### config.mk
export PLATFORM = sky130hd
export DESIGN_NAME = pwm_ctrl
export DESIGN_NICKNAME = d
export VERILOG_FILES = /design/src/rtl/pwm_ctrl.sv
export SDC_FILE = /design/constraint.sdc
export NUM_CORES = 1
export LEC_CHECK = 0
export ABC_AREA = 1
export BUFFER_PORTS_ARGS = -buffer_cell sky130_fd_sc_hd__buf_2
export CORE_ASPECT_RATIO = 0.7
export CORE_MARGIN = 2
export CORE_UTILIZATION = 30
export CTS_CLUSTER_SIZE = 8
export DETAILED_ROUTE_END_ITERATION = 10
export PLACE_DENSITY = 0.54
export SLEW_MARGIN = 10
export SYNTH_ARGS = -nofsm -noshare
export SYNTH_HDL_FRONTEND = slang
export SYNTH_SLANG_ARGS = --single-unit
### constraint.sdc
create_clock -name clk -period 7.51 [get_ports clk]
set_input_delay 1.502 -clock clk [delete_from_list [all_inputs] [get_ports clk]]
set_output_delay 1.502 -clock clk [all_outputs]
set_load 0.02 [all_outputs]
### src/rtl/pwm_ctrl.sv
// pwm_ctrl
// Sequencing and configuration controller for the PWM datapath. Owns the PWM
// period counter and duty comparator, drives the shared prescaler tick
// generator, and accepts double-buffered period/duty/prescale/step settings
// over a valid/ready handshake. Settings are committed only at a period
// boundary (or immediately while idle). A non-zero step ramps the working
// duty toward the target one step per period.
//
// Ports
//   clk, reset_n         clock, asynchronous active-low reset
//   enable               run request (level)
//   cfg_valid/cfg_ready  configuration handshake; ready = nothing pending
//   cfg_prescale         tick generator final value (tick every N+1 clocks)
//   cfg_period           counter top, period = cfg_period+1 ticks
//   cfg_duty             target duty, ticks high per period
//   cfg_step             ramp step, 0 = apply duty immediately
//   tick_final           active prescale to the tick generator
//   tick_enable          tick generator enable, high only in RUN
//   tick_done            tick from the tick generator
//   pwm_out              PWM waveform
//   period_start         one-cycle pulse when the counter enters 0 in RUN
//   running              state == RUN
//
// state | meaning
// IDLE  | stopped; outputs low, a pending configuration commits next cycle
// RUN   | counting ticks, commits pending configuration at each boundary

module pwm_ctrl #(
   parameter int TIMER_BITS = 4,
   parameter int R          = 8
) (
   input  logic                  clk,
   input  logic                  reset_n,
   input  logic                  enable,
   input  logic                  cfg_valid,
   output logic                  cfg_ready,
   input  logic [TIMER_BITS-1:0] cfg_prescale,
   input  logic [R-1:0]          cfg_period,
   input  logic [R-1:0]          cfg_duty,
   input  logic [R-1:0]          cfg_step,
   output logic [TIMER_BITS-1:0] tick_final,
   output logic                  tick_enable,
   input  logic                  tick_done,
   output logic                  pwm_out,
   output logic                  period_start,
   output logic                  running
);

   typedef enum logic {IDLE = 1'b0, RUN = 1'b1} state_t;

   state_t                state;
   logic                  pending;
   logic [TIMER_BITS-1:0] stg_prescale;
   logic [R-1:0]          stg_period;
   logic [R-1:0]          stg_duty;
   logic [R-1:0]          stg_step;
   logic [TIMER_BITS-1:0] act_prescale;
   logic [R-1:0]          act_period;
   logic [R-1:0]          act_target;
   logic [R-1:0]          act_step;
   logic [R-1:0]          cnt;
   logic [R-1:0]          cur_duty;

   logic                  xfer;
   logic                  boundary;
   logic                  commit;
   logic [R-1:0]          nxt_target;
   logic [R-1:0]          nxt_step;

   // One ramp step toward the target, saturating at the target. The
   // difference is formed in R+1 bits so neither direction can wrap.
   function automatic logic [R-1:0] duty_step(input logic [R-1:0] cur,
                                              input logic [R-1:0] tgt,
                                              input logic [R-1:0] stp);
      logic [R:0] tmp;
      tmp = '0;
      if (stp == '0) begin
         return tgt;
      end
      if (cur < tgt) begin
         tmp = {1'b0, cur} + {1'b0, stp};
         return (tmp >= {1'b0, tgt}) ? tgt : tmp[R-1:0];
      end
      if (cur > tgt) begin
         tmp = {1'b0, cur} - {1'b0, tgt};
         return (tmp <= {1'b0, stp}) ? tgt : (cur - stp);
      end
      return tgt;
   endfunction

   assign xfer     = cfg_valid && !pending;
   assign boundary = (state == RUN) && tick_done && (cnt == act_period);

   // Exit from RUN takes priority over a coincident boundary, so a pending
   // configuration survives a disable untouched.
   assign commit = pending &&
                   ((state == IDLE) || (enable && boundary));

   // Duty updates always see the values being committed on the same edge.
   always_comb begin
      nxt_target = act_target;
      nxt_step   = act_step;
      if (commit) begin
         nxt_target = stg_duty;
         nxt_step   = stg_step;
      end
   end

   always_ff @(posedge clk or negedge reset_n) begin
      if (!reset_n) begin
         state        <= IDLE;
         pending      <= 1'b0;
         stg_prescale <= '0;
         stg_period   <= '0;
         stg_duty     <= '0;
         stg_step     <= '0;
         act_prescale <= '0;
         act_period   <= '1;
         act_target   <= '0;
         act_step     <= '0;
         cnt          <= '0;
         cur_duty     <= '0;
         period_start <= 1'b0;
      end else begin
         period_start <= 1'b0;

         if (xfer) begin
            stg_prescale <= cfg_prescale;
            stg_period   <= cfg_period;
            stg_duty     <= cfg_duty;
            stg_step     <= cfg_step;
            pending      <= 1'b1;
         end else if (commit) begin
            pending      <= 1'b0;
         end

         if (commit) begin
            act_prescale <= stg_prescale;
            act_period   <= stg_period;
            act_target   <= stg_duty;
            act_step     <= stg_step;
         end

         case (state)
            IDLE: begin
               if (enable) begin
                  state        <= RUN;
                  cnt          <= '0;
                  cur_duty     <= duty_step(cur_duty, nxt_target, nxt_step);
                  period_start <= 1'b1;
               end
            end
            RUN: begin
               if (!enable) begin
                  state    <= IDLE;
                  cnt      <= '0;
                  cur_duty <= '0;
               end else if (tick_done) begin
                  if (cnt == act_period) begin
                     cnt          <= '0;
                     cur_duty     <= duty_step(cur_duty, nxt_target, nxt_step);
                     period_start <= 1'b1;
                  end else begin
                     cnt <= cnt + 1'b1;
                  end
               end
            end
            default: state <= IDLE;
         endcase
      end
   end

   assign cfg_ready   = !pending;
   assign tick_final  = act_prescale;
   assign running     = (state == RUN);
   assign tick_enable = (state == RUN);
   assign pwm_out     = (state == RUN) && (cnt < cur_duty);

endmodule
==> results of run 1 <==
how the worst min path moves through the flow:
stage | from | end | slack [ns] | cells after the start
6_report | tick_final[1] | tick_final[1] | 0.48 | 2
3_3_place_gp | tick_final[1] | tick_final[1] | 0.47 | 2
5_1_grt | act_period[7] | act_period[7] | 0.51 | 2
4_1_cts | tick_final[1] | tick_final[1] | 0.49 | 2
3_5_place_dp | tick_final[1] | tick_final[1] | 0.47 | 2
2_1_floorplan | stg_period[2] | act_period[2] | 0.44 | 2
report_power, final:
| group | internal, mW | leakage [nW] | total, mW | switching, mW |
|---|---|---|---|---|
| Combinational | 0.613 | 2.01 | 1.69 | 1.08 |
| Sequential | 0.521 | 0.882 | 0.609 | 0.0872 |
| Clock | 0.232 | 0.141 | 0.426 | 0.193 |
registers in the layout (all words and copies together), names as in the netlist:
name	count
act_step	8
pending	1
stg_period	8
period_start	1
cnt	8
act_period	8
running	1
act_target	8
stg_prescale	4
stg_step	8
stg_duty	8
cur_duty	8
tick_final	4
routing by layer:
layer / routed length (µm) / GRT usage (%) / share of wire (%)
met5: 0 / 0 / 0
met4: 122 / 3.123 / 0.96
met3: 678 / 3.089 / 5.3
met2: 4921 / 20.87 / 39
met1: 6997 / 24.93 / 55
area by class of cell:
class	instances	area (µm²)	share of cell area [%]
multi-input combinational	444	2669	46.21
sequential	75	1887	32.67
inverter	104	390.4	6.759
tap	225	281.5	4.874
timing repair buffer	47	252.7	4.376
clock buffer	9	225.2	3.899
clock inverter	7	70.07	1.213
cells in the final DEF (no fill, tap or decap), types with 4 or more instances in the layout:
cell	netlist	final
dfrtp_1	67	67
nand2_2	5	5
nor2_1	38	38
or2_2	5	5
nand3_1	24	24
dfstp_2	8	8
nor3_1	5	5
o21ai_0	40	40
o21ai_1	6	6
nand2_1	146	146
nand3b_1	5	5
xor2_1	14	14
a21oi_1	45	45
nand4_1	12	12
o21bai_1	4	4
mux2_2	11	11
clkbuf_16	0	9
inv_1	100	100
buf_2	2	40
xnor2_1	11	11
ha_1	46	46
buf_4	1	7
worst max-delay path, delay by kind of cell:
| family | cells | cell delay [ns] |
|---|---|---|
| compound gates | 7 | 2.01 |
| fa+ha+maj | 2 | 0.82 |
| xor+xnor | 1 | 0.16 |
| simple gates | 10 | 1.20 |
| buf+inv | 4 | 0.48 |
through the flow:
step / area (µm²) / utilization, %
floorplan: 5009 / -
global placement: 5480 / 33.52
detailed placement: 5480 / 33.52
CTS: 5776 / 35.33
global route: 5776 / 35.33
finish: 5776 / 35.33
cell families (layout without fill, tap and decap cells):
logic type,after synthesis,count (layout)
AOI/OAI and AO/OA,106,106
xor gates and xnor gates,25,25
adders and majority gates,48,48
buffers and inverters,115,167
DFF,75,75
muxes,11,11
and+or+nand+nor,254,254
==> metrics.yaml, run 1 <==
synthXorXnorAreaFrac_pct: 4.372
whs_ns: 0.4788
cp-start-kind: "primary input"
hold_path.class: "register to register"
dr.pass1.iters: 5
worst_pin_slew_ns: 0.9470
root_buffer: "clkbuf_16"
finalNonFillerCells: 911
startpoint: "enable"
diodes: 0
synth_flop_cell: "dfrtp_1"
h-tree-depth: 3
finalWorstSetupSlack_ns: 1.585
slowest_delay_ns: 0.71
max_cap_viol_count: 0
critPathArrivalTime_ns: 6.20
grt_pass1_vias: 3913
clk_latency_ns: 0.34
rsz0062_at_grt: "false"
finalSetupViolCount: 0
numCtsBuffers: 9
rr_startpoint: "act_period[3]"
yosys.area.top_type: "dfrtp_1"
ys_warn_count: 0
portBuffers: 41
hold_buffers: 0
synth.distinct_cells: 44
synthSimpleGateAreaFrac_pct: 22.68
die_x_um: 158.4
slowest_stage: "o21ai_0"
path_cells: "buf_2 > nand2_1 > inv_1 > nand3_2 > nand2_2 > nand2_4 > o21ai_0 > inv_1 > fa_1 > o31ai_2 > a21oi_1 > o21ai_0 > xnor2_1 > inv_1 > ha_1 > a21oi_1 > o211ai_1 > a21oi_2 > nand3_2 > nand2_1 > nand3_1 > nand3_1 > nand2_1 > nand2_1"
die-area_mm2: 0.01776
tritoncts: "done"
synth_mux_area_share_pct: 2.473
worst_ep_required_time_ns: 7.79
yosysMostFrequentCell: "nand2_1"
syn_inst: 634
reg2regPathDepth: 24
finClkSkew_ns: 0.01423
r2r-end: "cur_duty[1]"
cp_common_cell: "nand2_1"
cts.sinks: 75
synthAdderAreaFrac_pct: 12.29
syn_area_per_cell_um2: 7.900
clkSlewWorstSetupHoldPaths_ns: 0.06
tns_ns: 0
final_layout_size_suffix_gt1_share_pct: 15.45
post_drt_wl_per_cell_um: 13.96
async_flop_share_pct: 100.0
rrSetupSlack_ns: 1.97
synth_edf_count: 0
gp_congestion: 0.9234
ctsResizeCount: 0
grt_max_degree: 76
design.core.area_mm2: 0.01635
dp_cells: 895
endpoint_kind: "register"
crit_end: "cur_duty[1]"
post_cts_buffers: 0
grt_antenna_before_repair: 0
dp_hpwl_um: 9894
finalHoldViolations: 0
io_pins: 42
avgViaCountPerCell: 4.581
drtIter0Drc: 284
grt_overflow: 0
ys_ff_latch: 75
fill_cells: 1720
num_rows: 39
leakagePower_nw: 3.033
synth_top_family_by_area: "simple AND/OR/NAND/NOR gates"
grt_pass1_wl_um: 20960
ys_top_cells_by_count: "146 x nand2_1, 100 x inv_1, 67 x dfrtp_1"
vias: 4173
grt_use_total_pct: 15.42
drcViolationCount: 0
synth_compound_area_share_pct: 11.47
synth_area_mm2: 0.005009
crit_type: "primary input to register"
synth_area_leaders: "dfrtp_1 33%, ha_1 11%, nand2_1 11%"
ys_seq_area_share_pct: 37.67
drt_wl_total_um: 12720
relSlewSlack_pct: 36.87
outcome: "complete, no violations"
drv_slew: 0
synth_top_area_share_pct: 33.47
path_max_fanout: 44
die_h_um: 112.1
area_delta_synth_final_pct: 15.31
max_freq_mhz: 168.8
ant_nets: 0
cts_buffer_depth: 2
finalPower_mw: 2.727
pre_cts_slack_ns: 1.300
ir_drop_mv: 0.1913
fin_crit_ns: 5.925
final.period_utilization_pct: 78.89
p_per_area_mw_per_mm2: 472.1
nets: 762
syn_nets: 715
initial_utilization_pct: 30.64
Power figures use the tool's default switching activity.
==> inputs of run 2 (changes only) <==
==> constraint.sdc (replaced) <==
create_clock -name clk -period 5.5 [get_ports clk]
set_input_delay 1.1 -clock clk [delete_from_list [all_inputs] [get_ports clk]]
set_output_delay 1.1 -clock clk [all_outputs]
set_load 0.02 [all_outputs]
==> run 2 against run 1 <==
  * Hold slack worse by 0.0018 ns
  * Cell area increased by 1.2%
  * Critical path depth rose by 5
  * Largest power group unchanged
  * Highest routed layer unchanged
==> metrics.yaml, run 2 (synthesis gave the netlist of run 1 again) <==
outcome: "complete, no violations"
whs_ns: 0.4770  # -0.001840 ns
grt_use_total_pct: 16.24  # +0.82 points
slowest_stage: "ha_1"
cp-start-kind: "primary input"
hold_path.class: "register to register"
dr_wl_met2_um: 4937  # +0.33%
area_delta_synth_final_pct: 16.66
grt_antenna_before_repair: 0  # unchanged
dr.pass1.iters: 5  # unchanged
design.core.area_mm2: 0.01635  # unchanged
clk_latency_ns: 0.34  # about the same
tritoncts: "done"
diodes: 0  # unchanged
final_layout_size_suffix_gt1_share_pct: 16.55  # +1.1 points
drv_slew: 0  # unchanged
ir_drop_mv: 0.2230  # +17%
cp_common_cell: "nand2_1"
portBuffers: 41  # unchanged
regArea_mm2: 0.001887  # unchanged
ctsResizeCount: 0  # unchanged
io_pins: 42  # unchanged
rsz0062_at_grt: "false"
wirelength_met1_um: 7302  # +4.4%
rrSetupSlack_ns: 0.61  # -1.36 ns
initial_utilization_pct: 30.64  # unchanged
vias: 4211  # +0.91%
final.period_utilization_pct: 90.62
critPathArrivalTime_ns: 5.22  # -0.98 ns
path_buf_inv: 5  # +1
avgViaCountPerCell: 4.577  # about the same
path_max_fanout: 10  # -77%
final_common_cell: "nand2_1"
max_cap_viol_count: 0  # unchanged
p_per_area_mw_per_mm2: 639.0  # +35%
root_buffer: "clkbuf_16"
finalSetupViolCount: 0  # unchanged
finalNonFillerCells: 920  # +0.99%
crit_type: "primary input to register"
worst_ep_required_time_ns: 5.73  # -2.06 ns
reg2regPathDepth: 29  # +21%
die_x_um: 158.4  # unchanged
clkSlewWorstSetupHoldPaths_ns: 0.06  # about the same
grt_max_degree: 76  # unchanged
dp_cells: 904  # +1.0%
h-tree-depth: 3  # unchanged
slowest_delay_ns: 0.36  # -0.35 ns
cts_buffer_depth: 2  # unchanged
critPathTopFamily: "simple AND/OR/NAND/NOR gates"
grt_pass1_wl_um: 22070  # +5.3%
worst_pin_slew_ns: 0.9467  # -0.0002902 ns
hold_end: "act_period[2]"
numCtsBuffers: 9  # unchanged
post_cts_buffers: 0  # unchanged
grt_pass1_vias: 4066  # +3.9%
drcViolationCount: 0  # unchanged
whs_path_depth: 2  # unchanged
endpoint_kind: "register"
die-area_mm2: 0.01776  # unchanged
num_rows: 39  # unchanged
finalWorstSetupSlack_ns: 0.5157  # -1.069 ns
drtIter0Drc: 258  # -9.2%
relSlewSlack_pct: 36.89  # about the same
multi_input_area_mm2: 0.002669  # unchanged
dp_hpwl_um: 10200  # +3.1%
pre_cts_slack_ns: 0.1676  # -1.132 ns
layout_common_cells: "146 x nand2_1, 100 x inv_1, 67 x dfrtp_1"
drt_wl_total_um: 13290  # +4.5%
max_freq_mhz: 200.6
wl_met3_um: 859  # +27%
worstHoldStart: "act_period[2]"
ant_nets: 0  # unchanged
tns_ns: 0  # unchanged
highest_layer: "met4"
fin_crit_ns: 4.984
post_drt_wl_per_cell_um: 14.44  # +3.5%
r2r-end: "cur_duty[6]"
finClkSkew_ns: 0.006991  # -0.007243 ns
hold_buffers: 0  # unchanged
gp_congestion: 0.9068  # -1.8%
leakagePower_nw: 3.075  # +1.4%
grt_overflow: 0  # unchanged
finalHoldViolations: 0  # unchanged
rr_startpoint: "act_period[3]"
fill_cells: 1725  # +0.29%
nets: 771  # +1.2%
die_h_um: 112.1  # unchanged
cts.sinks: 75  # unchanged
run 2: cell types whose count changed in the layout (fill, tap and decap cells not counted), sizes merged:
cell	previous run	this run
buf	47	56
clkinvlp	1	2
clkinv	4	2
inv	106	107
run 2: per-stage QoR:
stage	area [µm²]	utilization (%)	power [mW]
floorplan	5009	-	2.481
global placement	5560	34.01	3.135
detailed placement	5560	34.01	3.126
CTS	5843	35.74	3.720
global route	5843	35.74	4.120
finish	5843	35.74	3.734
run 2: final cells by class:
class | instances | area share [%]
Multi-Input combinational cell | 444 | 45.67
Sequential cell | 75 | 32.29
Inverter | 104 | 6.681
Timing Repair Buffer | 56 | 5.696
Clock buffer | 9 | 3.854
Tap cell | 225 | 4.818
Clock inverter | 7 | 0.9850
run 2: report_power, final:
part           switching (mW)  internal [mW]
Combinational            1.45          0.873
Clock                   0.266          0.313
Sequential              0.123          0.712
run 2: worst max path at each step:
stage / start / endpoint / slack, ns / cells after the start
after floorplan: tick_done / cur_duty[6] / 0.69 / 25
after global placement: enable / cur_duty[6] / 0.19 / 29
after detailed placement: tick_done / cur_duty[6] / 0.17 / 29
after CTS: tick_done / cur_duty[6] / 0.54 / 29
after global routing: act_period[3] / cur_duty[3] / 0.07 / 29
final: tick_done / cur_duty[6] / 0.52 / 29
run 2: metal layers:
layer  track usage, %  up-vias
met5                0        -
met4            3.844        0
met3            3.591       15
met2            21.01      112
met1            26.60     1925
li1                 -     2159
run 2: worst register-to-register path: cells and delay by family, from the launching register on:
kind            cells  cell delay [ns]
simple gates       16             1.86
buf+inv             3             0.37
xor+xnor            2             0.32
flops               1             0.55
fa+ha+maj           2             0.66
compound gates      6             1.03
==> inputs of run 3 (changes only) <==
--- a/config.mk
+++ b/config.mk
@@ -13,6 +13,7 @@
 export CTS_CLUSTER_SIZE = 8
 export DETAILED_ROUTE_END_ITERATION = 10
 export PLACE_DENSITY = 0.54
+export RECOVER_POWER = 100
 export SLEW_MARGIN = 10
 export SYNTH_ARGS = -nofsm -noshare
 export SYNTH_HDL_FRONTEND = slang
==> run 3 against run 2 <==
  * The run now ends with max-capacitance violations, max-slew violations left
  * Hold slack gained 0.0019 ns
  * Sequential power barely moved
  * Total power fell by 0.48%
  * First-iteration DRC count up 16%
  * Routed wire length grew 0.18%
  * Die area is the same
  * Sequential cell count unchanged
  * Maximum frequency is 0.74% lower
  * Critical path type unchanged
  * Highest routed layer unchanged
==> metrics.yaml, run 3 (synthesis gave the netlist of run 1 again) <==
cp_common_cell: "nand2_1"
final.period_utilization_pct: 91.30  # +0.68 points
whs_ns: 0.4789  # +0.001899 ns
path_max_fanout: 10  # unchanged
p_clk_share_pct: 15.6  # about the same
cts.sinks: 75  # unchanged
die_h_um: 112.1  # unchanged
path_buf_inv: 5  # unchanged
area_delta_synth_final_pct: 15.49
clk_latency_ns: 0.34  # about the same
power_switching_mw: 1.841  # +0.29%
initial_utilization_pct: 30.64  # unchanged
drtIter0Drc: 299  # +16%
worst_ep_required_time_ns: 5.73  # about the same
comb_power_share_pct: 61.9  # -0.2 points
grt_max_degree: 76  # unchanged
cp-start-kind: "primary input"
grt_overflow: 0  # unchanged
gp_congestion: 0.9068  # unchanged
die_x_um: 158.4  # unchanged
post_cts_buffers: 0  # unchanged
final_common_cell: "nand2_1"
finClkSkew_ns: 0.008078  # +0.001087 ns
hold_buffers: 0  # unchanged
seq_power_share_pct: 22.5  # about the same
drcViolationCount: 0  # unchanged
hold_path.class: "register to register"
clkSlewWorstSetupHoldPaths_ns: 0.06  # about the same
utilization_pct: 35.38  # -0.36 points
grt_antenna_before_repair: 0  # unchanged
ir_drop_mv: 0.2230  # about the same
outcome: "finished, violations left"
h-tree-depth: 3  # unchanged
numCtsBuffers: 9  # unchanged
cts_buffer_depth: 2  # unchanged
relSlewSlack_pct: -169.8  # -210 points
finalWorstSetupSlack_ns: 0.4785  # -0.03718 ns
ant_nets: 0  # unchanged
drt_wl_total_um: 13310  # +0.18%
pre_cts_slack_ns: 0.1676  # unchanged
num_rows: 39  # unchanged
nets: 771  # unchanged
switching_share_pct: 49.55  # +0.38 points
grt_pass1_vias: 4066  # unchanged
slowest_delay_ns: 0.40  # +0.04 ns
crit_type: "primary input to register"
portBuffers: 41  # unchanged
diodes: 0  # unchanged
violations: "max-capacitance violations, max-slew violations"
drv_slew: 123  # +123
endpoint_kind: "register"
final_layout_size_suffix_gt1_share_pct: 13.24  # -3.3 points
fin_crit_ns: 5.021  # +0.03718 ns
die-area_mm2: 0.01776  # unchanged
design.core.area_mm2: 0.01635  # unchanged
post_drt_wl_per_cell_um: 14.47  # +0.18%
vias: 4245  # +0.81%
worst_pin_slew_ns: 4.047  # +3.101 ns
ctsResizeCount: 0  # unchanged
max_cap_viol_count: 2  # +2
finalSetupViolCount: 0  # unchanged
tns_ns: 0  # unchanged
critPathArrivalTime_ns: 5.25  # +0.03 ns
io_pins: 42  # unchanged
p_per_area_mw_per_mm2: 642.4  # +0.53%
leakagePower_nw: 2.998  # -2.5%
finalPower_mw: 3.716  # -0.48%
grt_pass1_wl_um: 22070  # unchanged
dp_hpwl_um: 10200  # unchanged
p_int_mw: 1.875  # -1.2%
tritoncts: "done"
layout_common_cells: "146 x nand2_1, 100 x inv_1, 67 x dfrtp_1"
dr.pass1.iters: 5  # unchanged
critPathTopFamily: "simple AND/OR/NAND/NOR gates"
rsz0062_at_grt: "false"
max_freq_mhz: 199.1  # -0.74%
finalHoldViolations: 0  # unchanged
avgViaCountPerCell: 4.614  # +0.81%
grt_use_total_pct: 16.24  # unchanged
root_buffer: "clkbuf_16"
slowest_stage: "ha_1"
-- run 3: power groups by stage --
| stage | logic, mW | clock network, mW | registers, mW |
|---|---|---|---|
| after floorplan | 1.68 | 0 | 0.798 |
| after global placement | 2.29 | 0 | 0.844 |
| after detailed placement | 2.28 | 0 | 0.842 |
| after CTS | 2.30 | 0.592 | 0.833 |
| after global routing | 2.63 | 0.619 | 0.852 |
| final | 2.30 | 0.580 | 0.835 |
-- run 3: area by class of cell --
cell class / count / area (µm²)
fill: 1736 / 10560
multi-input combinational: 444 / 2669
sequential: 75 / 1887
inverter: 104 / 390.4
tap: 225 / 281.5
timing repair buffer: 56 / 274.0
clock buffer: 9 / 225.2
clock inverter: 7 / 57.56
-- run 3: final timing paths --
check	depth (start not counted)	startpoint	slack, ns	endpoint
setup / recovery	29	enable	0.48	cur_duty[5]
hold / removal	2	act_period[2]	0.48	act_period[2]
setup reg to reg	29	act_period[3]	0.59	cur_duty[5]
hold reg to reg	2	act_period[2]	0.48	act_period[2]
max in group asynchronous	1	reset_n	1.07	act_step[7]
min in group asynchronous	1	reset_n	2.18	stg_period[3]
-- run 3: tightest hold or removal path, cell delays in order, from the launching register on --
cell and delay [ns]:
dfstp_2 0.37, nand2_1 0.06, nand2_1 0.05
-- run 3: routing by layer --
layer  up-vias  track usage [%]  part of all wire [%]
met5         -                0                     0
met4         0            3.844                   1.5
met3        17            3.591                   6.3
met2       114            21.01                    37
met1      1953            26.60                    55
li1       2161                -                     -
-- run 3: stage by stage --
step,instance area (µm²),cells
after global routing,5784,920
after detailed placement,5560,904
after CTS,5843,920
after global placement,5560,904
final,5784,920
after floorplan,5009,634
